[src/rtl/exe_muldiv_unit.sv]
// Multiply/divide unit for the EXE stage. It holds the architectural HI/LO
// registers, runs a single-cycle multiply and a 32-iteration restoring divide,
// and stalls the upstream pipeline while an operation is still in flight.
module exe_muldiv_unit (
   input  logic        clk,
   input  logic        rst,
   input  logic [2:0]  EXE_MulDivOp,
   input  logic [31:0] EXE_BusA,
   input  logic [31:0] EXE_BusB,
   input  logic        EXE_Flush,
   input  logic        EXE_Hold,
   output logic        EXE_MulDivStall,
   output logic        EXE_MulDivBusy,
   output logic [31:0] HI,
   output logic [31:0] LO
);

   localparam logic [2:0] OP_MULT  = 3'd1;
   localparam logic [2:0] OP_MULTU = 3'd2;
   localparam logic [2:0] OP_DIV   = 3'd3;
   localparam logic [2:0] OP_DIVU  = 3'd4;
   localparam logic [2:0] OP_MTHI  = 3'd5;
   localparam logic [2:0] OP_MTLO  = 3'd6;

   typedef enum logic [2:0] {S_IDLE, S_MUL, S_DIV, S_DONE, S_HOLD} state_t;

   state_t      state, state_nxt;
   logic [5:0]  cnt;
   logic [31:0] op_a;       // raw BusA (multiplicand, or dividend for the divide-by-zero HI)
   logic [31:0] op_b;       // raw BusB for multiply, divisor magnitude for divide
   logic        op_signed;  // multiply is signed
   logic [31:0] q_reg;      // dividend magnitude shifting out, quotient bits shifting in
   logic [31:0] r_reg;      // partial remainder
   logic        q_neg;
   logic        r_neg;

   logic        stall, load_mul, load_div, wr_hi, wr_lo;
   logic [31:0] hi_nxt, lo_nxt;

   // Operand conditioning for divide acceptance: magnitudes for DIV, raw for DIVU.
   // The magnitude of 32'h80000000 wraps to itself, which is correct as unsigned.
   logic        sdiv;
   logic [31:0] abs_a, abs_b;
   assign sdiv  = (EXE_MulDivOp == OP_DIV);
   assign abs_a = (sdiv && EXE_BusA[31]) ? 32'd0 - EXE_BusA : EXE_BusA;
   assign abs_b = (sdiv && EXE_BusB[31]) ? 32'd0 - EXE_BusB : EXE_BusB;

   // 64-bit product; sign-extending both operands makes one multiplier serve both ops.
   logic [63:0] prod;
   assign prod = {{32{op_signed & op_a[31]}}, op_a} * {{32{op_signed & op_b[31]}}, op_b};

   // One restoring-division step: shift in the next dividend bit and try to subtract.
   logic [32:0] r_shift, r_diff;
   logic        take;
   assign r_shift = {r_reg, q_reg[31]};
   assign r_diff  = r_shift - {1'b0, op_b};
   assign take    = ~r_diff[32];

   // Sign correction applied in DONE.
   logic [31:0] q_fix, r_fix;
   assign q_fix = q_neg ? 32'd0 - q_reg : q_reg;
   assign r_fix = r_neg ? 32'd0 - r_reg : r_reg;

   // Next-state, stall and HI/LO write decisions.
   always_comb begin
      // NOTE: every output of this block gets a default first so no path can infer a latch.
      state_nxt = state;
      stall     = 1'b0;
      load_mul  = 1'b0;
      load_div  = 1'b0;
      wr_hi     = 1'b0;
      wr_lo     = 1'b0;
      hi_nxt    = HI;
      lo_nxt    = LO;
      case (state)
         S_IDLE: begin
            case (EXE_MulDivOp)
               OP_MULT, OP_MULTU: begin
                  load_mul  = 1'b1;
                  stall     = 1'b1;
                  state_nxt = S_MUL;
               end
               OP_DIV, OP_DIVU: begin
                  load_div  = 1'b1;
                  stall     = 1'b1;
                  state_nxt = S_DIV;
               end
               OP_MTHI: begin
                  wr_hi  = 1'b1;
                  hi_nxt = EXE_BusA;
               end
               OP_MTLO: begin
                  wr_lo  = 1'b1;
                  lo_nxt = EXE_BusA;
               end
               default: ;  // NONE and the reserved encoding do nothing
            endcase
         end
         S_MUL: begin
            wr_hi     = 1'b1;
            wr_lo     = 1'b1;
            hi_nxt    = prod[63:32];
            lo_nxt    = prod[31:0];
            state_nxt = EXE_Hold ? S_HOLD : S_IDLE;
         end
         S_DIV: begin
            stall = 1'b1;
            if (cnt == 6'd31) state_nxt = S_DONE;
         end
         S_DONE: begin
            wr_hi     = 1'b1;
            wr_lo     = 1'b1;
            // A zero divisor leaves the magnitude; report all-ones and the original dividend.
            hi_nxt    = (op_b == 32'd0) ? op_a : r_fix;
            lo_nxt    = (op_b == 32'd0) ? 32'hFFFF_FFFF : q_fix;
            state_nxt = EXE_Hold ? S_HOLD : S_IDLE;
         end
         S_HOLD: begin
            // The finished instruction is still sitting in EXE; never restart it.
            if (!EXE_Hold) state_nxt = S_IDLE;
         end
         default: state_nxt = S_IDLE;
      endcase
      // A squashed instruction must leave no architectural trace.
      if (EXE_Flush) begin
         state_nxt = S_IDLE;
         stall     = 1'b0;
         load_mul  = 1'b0;
         load_div  = 1'b0;
         wr_hi     = 1'b0;
         wr_lo     = 1'b0;
      end
   end

   assign EXE_MulDivStall = stall & ~rst;
   assign EXE_MulDivBusy  = (state != S_IDLE) & ~rst;

   // State, operand, iteration and HI/LO registers with synchronous reset.
   always_ff @(posedge clk) begin
      // NOTE: non-blocking assignments keep every register updating from pre-edge values.
      if (rst) begin
         state     <= S_IDLE;
         cnt       <= 6'd0;
         op_a      <= 32'd0;
         op_b      <= 32'd0;
         op_signed <= 1'b0;
         q_reg     <= 32'd0;
         r_reg     <= 32'd0;
         q_neg     <= 1'b0;
         r_neg     <= 1'b0;
         HI        <= 32'd0;
         LO        <= 32'd0;
      end else begin
         state <= state_nxt;
         if (wr_hi) HI <= hi_nxt;
         if (wr_lo) LO <= lo_nxt;
         if (load_mul) begin
            op_a      <= EXE_BusA;
            op_b      <= EXE_BusB;
            op_signed <= (EXE_MulDivOp == OP_MULT);
         end
         if (load_div) begin
            op_a  <= EXE_BusA;
            op_b  <= abs_b;
            q_reg <= abs_a;
            r_reg <= 32'd0;
            cnt   <= 6'd0;
            q_neg <= sdiv & (EXE_BusA[31] ^ EXE_BusB[31]);
            r_neg <= sdiv & EXE_BusA[31];
         end else if (state == S_DIV) begin
            cnt   <= cnt + 6'd1;
            r_reg <= take ? r_diff[31:0] : r_shift[31:0];
            q_reg <= {q_reg[30:0], take};
         end
      end
   end

endmodule
[config.mk]
export PLATFORM = sky130hd
export DESIGN_NAME = exe_muldiv_unit
export DESIGN_NICKNAME = d
export VERILOG_FILES = /design/src/rtl/exe_muldiv_unit.sv
export SDC_FILE = /design/constraint.sdc
export NUM_CORES = 2
export LEC_CHECK = 0
export ABC_AREA = 1
export BUFFER_PORTS_ARGS = -buffer_cell sky130_fd_sc_hd__buf_4
export CAP_MARGIN = 40
export CORE_MARGIN = 2
export CORE_UTILIZATION = 39
export DETAILED_ROUTE_END_ITERATION = 16
export GPL_ROUTABILITY_DRIVEN = 0
export MAX_ROUTING_LAYER = met4
export SYNTH_ARGS = -nofsm -noshare
export SYNTH_HDL_FRONTEND = slang
export SYNTH_SLANG_ARGS = --single-unit
export TNS_END_PERCENT = 5
[constraint.sdc]
create_clock -name clk -period 9.4 [get_ports clk]
set_clock_uncertainty 0.15 [all_clocks]
set_input_delay 0.94 -clock clk [delete_from_list [all_inputs] [get_ports clk]]
set_output_delay 0.94 -clock clk [all_outputs]
set_load 0.02 [all_outputs]
# ---- After elaboration in Yosys (flattened, before gate mapping)
# Cells that the tools add are included.
dict set report op_classes {
  n_reduce_logical 17
  n_mul 1
  add_sub_neg 6
  eq_ne 16
  mux 37
  bitwise_logic 9
}
# operator count
set op_table {}
lappend op_table {{two-way mux 32 bit} 15}
lappend op_table {{one-hot mux 32 bit (3 select lines)} 2}
lappend op_table {{subtractor 1 x 32 -> 32 bit, first input constant} 4}
lappend op_table {{multiplier 33 x 33 -> 64 bit} 1}
lappend op_table {{subtractor 33 x 32 -> 33 bit} 1}
lappend op_table {{logical NOT 32 bit} 1}
lappend op_table {{== test 3 x 2 -> 1 bit, second input constant} 4}
lappend op_table {{== test 3 bit, second input constant} 4}
lappend op_table {{two-way mux 1 bit} 12}
lappend op_table {{one-hot mux 3 bit (4 select lines)} 1}
lappend op_table {{OR reduction 2 bit} 5}
lappend op_table {{two-way mux 3 bit} 3}
lappend op_table {{AND reduction 3 bit} 3}
lappend op_table {{adder 6 x 1 -> 6 bit, second input constant} 1}
lappend op_table {{AND 1 bit} 6}
lappend op_table {{== test 3 x 1 -> 1 bit, second input constant} 2}
lappend op_table {{== test 6 x 5 -> 1 bit, second input constant} 1}
lappend op_table {{one-hot mux 1 bit (2 select lines)} 3}
lappend op_table {{one-hot mux 3 bit (2 select lines)} 1}
lappend op_table {{nonzero test 3 bit} 2}
lappend op_table {{!= test 2 x 1 -> 1 bit, second input constant} 2}
lappend op_table {{!= test 2 bit, second input constant} 2}
lappend op_table {{nonzero test 2 bit} 2}
lappend op_table {{OR reduction 4 bit} 1}
lappend op_table {{other kinds (5)} 7}
dict set report word_totals {
  ff_bits 204
  wordCells 97
}

# ---- Logic depth before layout (Yosys ltp)
dict set report logic_depth {
  ltp_word 7
  depth_mapped 37
  ltp_nobuf 35
}

# ---- Least setup slack after synthesis
# No wires, ideal clock.
dict set report synth_path {
  path_kind {reg-to-reg}
  from {register op_a[31]}
  to {register HI[31]}
  t_required_ns 9.141
  n_path_buf 3
  path_stages_with_launch 32
  arrival_time_ns 7.513
  path_slack_ns 1.628
  cell_sequence {dfxtp_1 -> clkbuf_1 -> nand2_1 -> clkbuf_1 -> clkbuf_1 -> nor2_1 -> fa_1 -> inv_1 -> fa_1 -> inv_1 -> fa_1 -> inv_1 -> fa_1 -> fa_1 -> inv_1 -> fa_1 -> inv_1 -> fa_1 -> fa_1 -> inv_1 -> ha_1 -> nand2_1 -> nor2_1 -> nor3b_1 -> and2_1 -> nand2_1 -> nand2_1 -> nand3_1 -> nand3_1 -> nand3_1 -> nand2_1 -> inv_1}
}
dict set report synth_between {
  elab_chain_cells 3
}
# element line
set synth_rtl {}
lappend synth_rtl {{start: declaration} 29} ;# logic [31:0] op_a;
lappend synth_rtl {{start signal: assignment} 158} ;# op_a <= EXE_BusA;
lappend synth_rtl {{start signal: assignment} 163} ;# op_a <= EXE_BusA;
lappend synth_rtl {{AND 1 bit} 50} ;# assign prod = {{32{op_signed & op_a[31]}}, op_a} * {{32{op_signed & op_b[31]}}, op_b};
lappend synth_rtl {{multiplier 33 x 33 -> 64 bit} 50}
lappend synth_rtl {{one-hot mux 32 bit (3 select lines) (*)} 75} ;# case (state)
lappend synth_rtl {{end signal: assignment} 155} ;# if (wr_hi) HI <= hi_nxt;
lappend synth_rtl {{end: declaration} 14} ;# output logic [31:0] HI,
# Mark *: on every way between the ends. The rest lies on a longest branch, timed or not.
# A chain may end at the register's enable or synchronous reset.

# ---- Worst setup path after layout
dict set report layout_path {
  from {register op_a[11]}
  to {register HI[15]}
}
dict set report layout_between {
  elab_chain_cells 2
}
# element line
set layout_rtl {}
lappend layout_rtl {{multiplier 33 x 33 -> 64 bit} 50}
lappend layout_rtl {{one-hot mux 32 bit (3 select lines)} 75}
# Every way passes these cells.

==> flow_metrics.py <==
metrics = {
    "detailed_routing": {
        "vias": 49241,
        "first_pass_iters": 9,
        "drtIter0Drc": 4790,
        "viasPerCell": 5.21,
        "wl_per_cell_um": 19.8,
        "drt_wl_total_mm": 187,
        "ant_nets": 0,
        "drcViolationCount": 0,
    },
    "cells_and_area": {
        "nNetsFinal": 9001,
        "drive_gt1_frac": 0.0510,
        "syn2layout_area_growth_pct": 7.07,
        "nFillCells": 14529,
    },
    "setup_path": {
        "start_kind": "register",
        "r2r_cells": 28,
        "slowest_stage": "dfxtp_1",
        "cp-end-kind": "register",
        "critical_path.max_stage_delay_ps": 810,
        "critPathArrivalTime_ps": 8970,
        "crit_fanout": 25,
        "critical_path_class": "reg -> reg",
        "cp.required_ps": 9730,
    },
    "synthesis": {
        "avgSynthCellArea_um2": 7.21,
        "ys_seq_area_frac": 0.0741,
        "syn-cell-area_um2": 55100,
        "synth_top_flop_cell": "dfxtp_1",
        "async_flop_share": 0,
        "synthCells": 7639,
        "synth_cell_types": 58,
        "ys_ff_latch": 204,
        "yosysWarnings": 0,
        "synth_fp_nets": 9085,
        "synth_edf_count": 0,
    },
    "power_and_ir_drop": {
        "power_switching_w": 0.00407,
        "power_leakage_nw": 32.0,
        "pwr-share-comb": 0.711,
        "p_int_w": 0.00333,
        "pwr-share-seq": 0.142,
        "swShare": 0.550,
        "worst_ir_drop_vdd_uv": 144,
        "clkPwrFrac": 0.147,
        "pwr_density_cell_nw_per_um2": 125,
    },
    "placement": {
        "numPortBuffers": 136,
        "dpl.hpwl_mm": 156,
    },
    "grt": {
        "track_usage": 0.268,
        "grt-ovfl-total": 0,
        "grt_max_degree": 81,
        "grt_pass1_wl_mm": 293,
        "antenna_found_initial": 3,
        "grt_pass1_vias": 49978,
    },
    "clock_network": {
        "htree_levels": 1,
        "cts-buffers-inserted": 24,
        "post_cts.repair.setup_buffers": 0,
        "clock-sinks": 204,
        "clk_latency_ps": 580,
        "hold_buffers": 0,
        "cts_tree": "built",
        "clockBufferDepth": 3,
        "cts-root-buf": "clkbuf_16",
        "path_clk_slew_ps": 70,
        "cts-resized-gates": 0,
    },
    "floorplan": {
        "ios": 137,
        "num_rows": 137,
        "fp.dieArea_um2": 144000,
        "core-area_um2": 140000,
        "start_util": 0.394,
        "dieWidth_um": 380,
        "die_h_um": 380,
    },
    "sta": {
        "fin_crit_ps": 8640,
        "timing.slew.headroom": 0.325,
        "max_freq_mhz": 116,
        "final-setup-viol-count": 0,
        "worst_slew_pin_slew_ps": 1010,
        "post-route-period-util": 0.919,
        "slew_viol_final": 0,
        "whs_ps": 344,
        "rsz0062_at_grt": "false",
        "hold_violations": 0,
        "fin_tns_setup_ps": 0,
    },
    "run": {
        "max_cap_viol_count": 0,
    },
    "worst_hold_path": {
        "hold_class": "reg -> reg",
        "holdPathStages": 2,
    },
    "run_status": {
        "run_status": "finished, final reports clean",
    },
}
metrics by stage:
| step | cells | worst slack [ps] | instance area [µm²] | power, W | utilization |
|---|---|---|---|---|---|
| after floorplan | 7639 | 1630 | 55100 | 0.00435 | - |
| after global placement | 9395 | 921 | 57900 | 0.00619 | 0.414 |
| after detailed placement | 9405 | 994 | 58100 | 0.00620 | 0.415 |
| after CTS | 9449 | 940 | 59000 | 0.00736 | 0.422 |
| after global routing | 9451 | 514 | 59000 | 0.00800 | 0.422 |
| final | 9452 | 759 | 59000 | 0.00739 | 0.422 |
synth_stat cells, types with 3 or more instances:
| cell type | instances | share of area |
|---|---|---|
| a211oi_1 | 3 | 0.00041 |
| a21o_1 | 7 | 0.00095 |
| a21oi_1 | 293 | 0.027 |
| a21oi_2 | 4 | 0.00064 |
| a31oi_1 | 27 | 0.0031 |
| a41oi_1 | 5 | 0.00079 |
| and2_1 | 3 | 0.00034 |
| buf_1 | 14 | 0.00095 |
| buf_2 | 36 | 0.0033 |
| buf_4 | 3 | 0.00041 |
| buf_6 | 8 | 0.0016 |
| clkbuf_1 | 306 | 0.021 |
| dfxtp_1 | 204 | 0.074 |
| fa_1 | 1126 | 0.41 |
| ha_1 | 249 | 0.057 |
| inv_1 | 1914 | 0.13 |
| inv_2 | 20 | 0.0014 |
| nand2_1 | 1990 | 0.14 |
| nand2_2 | 8 | 0.00091 |
| nand2_4 | 5 | 0.0010 |
| nand3_1 | 309 | 0.028 |
| nand3_4 | 3 | 0.00095 |
| nand3b_1 | 21 | 0.0029 |
| nand4_1 | 56 | 0.0064 |
| nor2_1 | 535 | 0.036 |
| nor2_2 | 6 | 0.00068 |
| nor2_4 | 6 | 0.0012 |
| nor3_1 | 34 | 0.0031 |
| nor3_2 | 5 | 0.00091 |
| nor3b_1 | 3 | 0.00041 |
| nor4_1 | 12 | 0.0014 |
| o211ai_1 | 25 | 0.0034 |
| o21a_1 | 4 | 0.00055 |
| o21ai_0 | 231 | 0.021 |
| o21ai_1 | 22 | 0.0020 |
| o21bai_1 | 24 | 0.0033 |
| o221ai_1 | 8 | 0.0013 |
| o22ai_1 | 11 | 0.0012 |
| o31ai_1 | 4 | 0.00055 |
| or2_2 | 13 | 0.0015 |
| xnor2_1 | 22 | 0.0035 |
| xor2_1 | 39 | 0.0062 |
logic make-up (layout without fill, tap and decap cells):
group / count (synthesis) / in the layout / share of synthesized area
AOI/OAI and AO/OA: 676 / 676 / 0.0671
buffers and inverters: 2303 / 2237 / 0.159
adders and majority gates: 1375 / 1375 / 0.466
xor gates and xnor gates: 61 / 61 / 0.00970
and+or+nand+nor: 3020 / 3020 / 0.224
DFF: 204 / 204 / 0.0741
other: 0 / 3 / 0
layout make-up:
| type | instances | area [µm²] | area share |
|---|---|---|---|
| inverters | 1936 | 7270 | 0.123 |
| multi-input cells | 5132 | 42300 | 0.716 |
| clock buffers | 29 | 649 | 0.0110 |
| diodes | 3 | 7.51 | 0.000127 |
| well taps | 1876 | 2350 | 0.0398 |
| repair buffers | 257 | 2140 | 0.0364 |
| clock inverters | 15 | 218 | 0.00369 |
| flip-flops and latches | 204 | 4090 | 0.0693 |
power groups by stage:
stage / registers [W] / logic [W] / clock network (W)
finish: 0.00105 / 0.00526 / 0.00108
global route: 0.00105 / 0.00583 / 0.00112
CTS: 0.00104 / 0.00522 / 0.00109
detailed placement: 0.00106 / 0.00514 / 0
global placement: 0.00108 / 0.00512 / 0
floorplan: 0.00100 / 0.00335 / 0
placed cells by master (no fill, tap or decap), drive strengths merged:
cell type / instances
a2111oi: 1
a211oi: 3
a21boi: 1
a21o: 7
a21oi: 298
a22oi: 1
a311oi: 2
a31oi: 27
a41oi: 5
and2: 3
and3: 2
buf: 257
bufinv: 5
clkbuf: 29
clkinv: 10
clkinvlp: 1
dfxtp: 204
diode: 3
fa: 1126
ha: 249
inv: 1935
nand2: 2003
nand3: 314
nand3b: 21
nand4: 56
nor2: 549
nor3: 40
nor3b: 3
nor4: 14
o211ai: 25
o21a: 4
o21ai: 255
o21bai: 24
o221ai: 8
o22ai: 11
o31ai: 4
or2: 15
xnor2: 22
xor2: 39
worst max-delay path: cells and delay by family, from the launching register on:
kind | cells | cell delay [ps]
adders and majority gates | 9 | 4430
AOI/OAI and AO/OA | 4 | 1360
buffers and inverters | 9 | 960
DFF | 1 | 810
and+or+nand+nor | 6 | 780
path summary, 6_finish.rpt:
| path | endpoint | startpoint | slack (ps) |
|---|---|---|---|
| max | HI[15]$_SDFFE_PP0P_ | op_a[11]$_SDFFE_PP0P_ | 760 |
| min | cnt[1]$_SDFFE_PP0P_ | cnt[1]$_SDFFE_PP0P_ | 340 |
| max reg2reg | HI[15]$_SDFFE_PP0P_ | op_a[11]$_SDFFE_PP0P_ | 760 |
| min reg2reg | cnt[1]$_SDFFE_PP0P_ | cnt[1]$_SDFFE_PP0P_ | 340 |
per-layer routing:
metal,wire [µm],vias up,GRT usage
met5,0,-,-
met4,8510,0,0.101
met3,15000,401,0.0273
met2,87600,2108,0.434
met1,75900,24599,0.348
li1,-,22133,-
No activity file was read; power rests on OpenSTA's default activity.
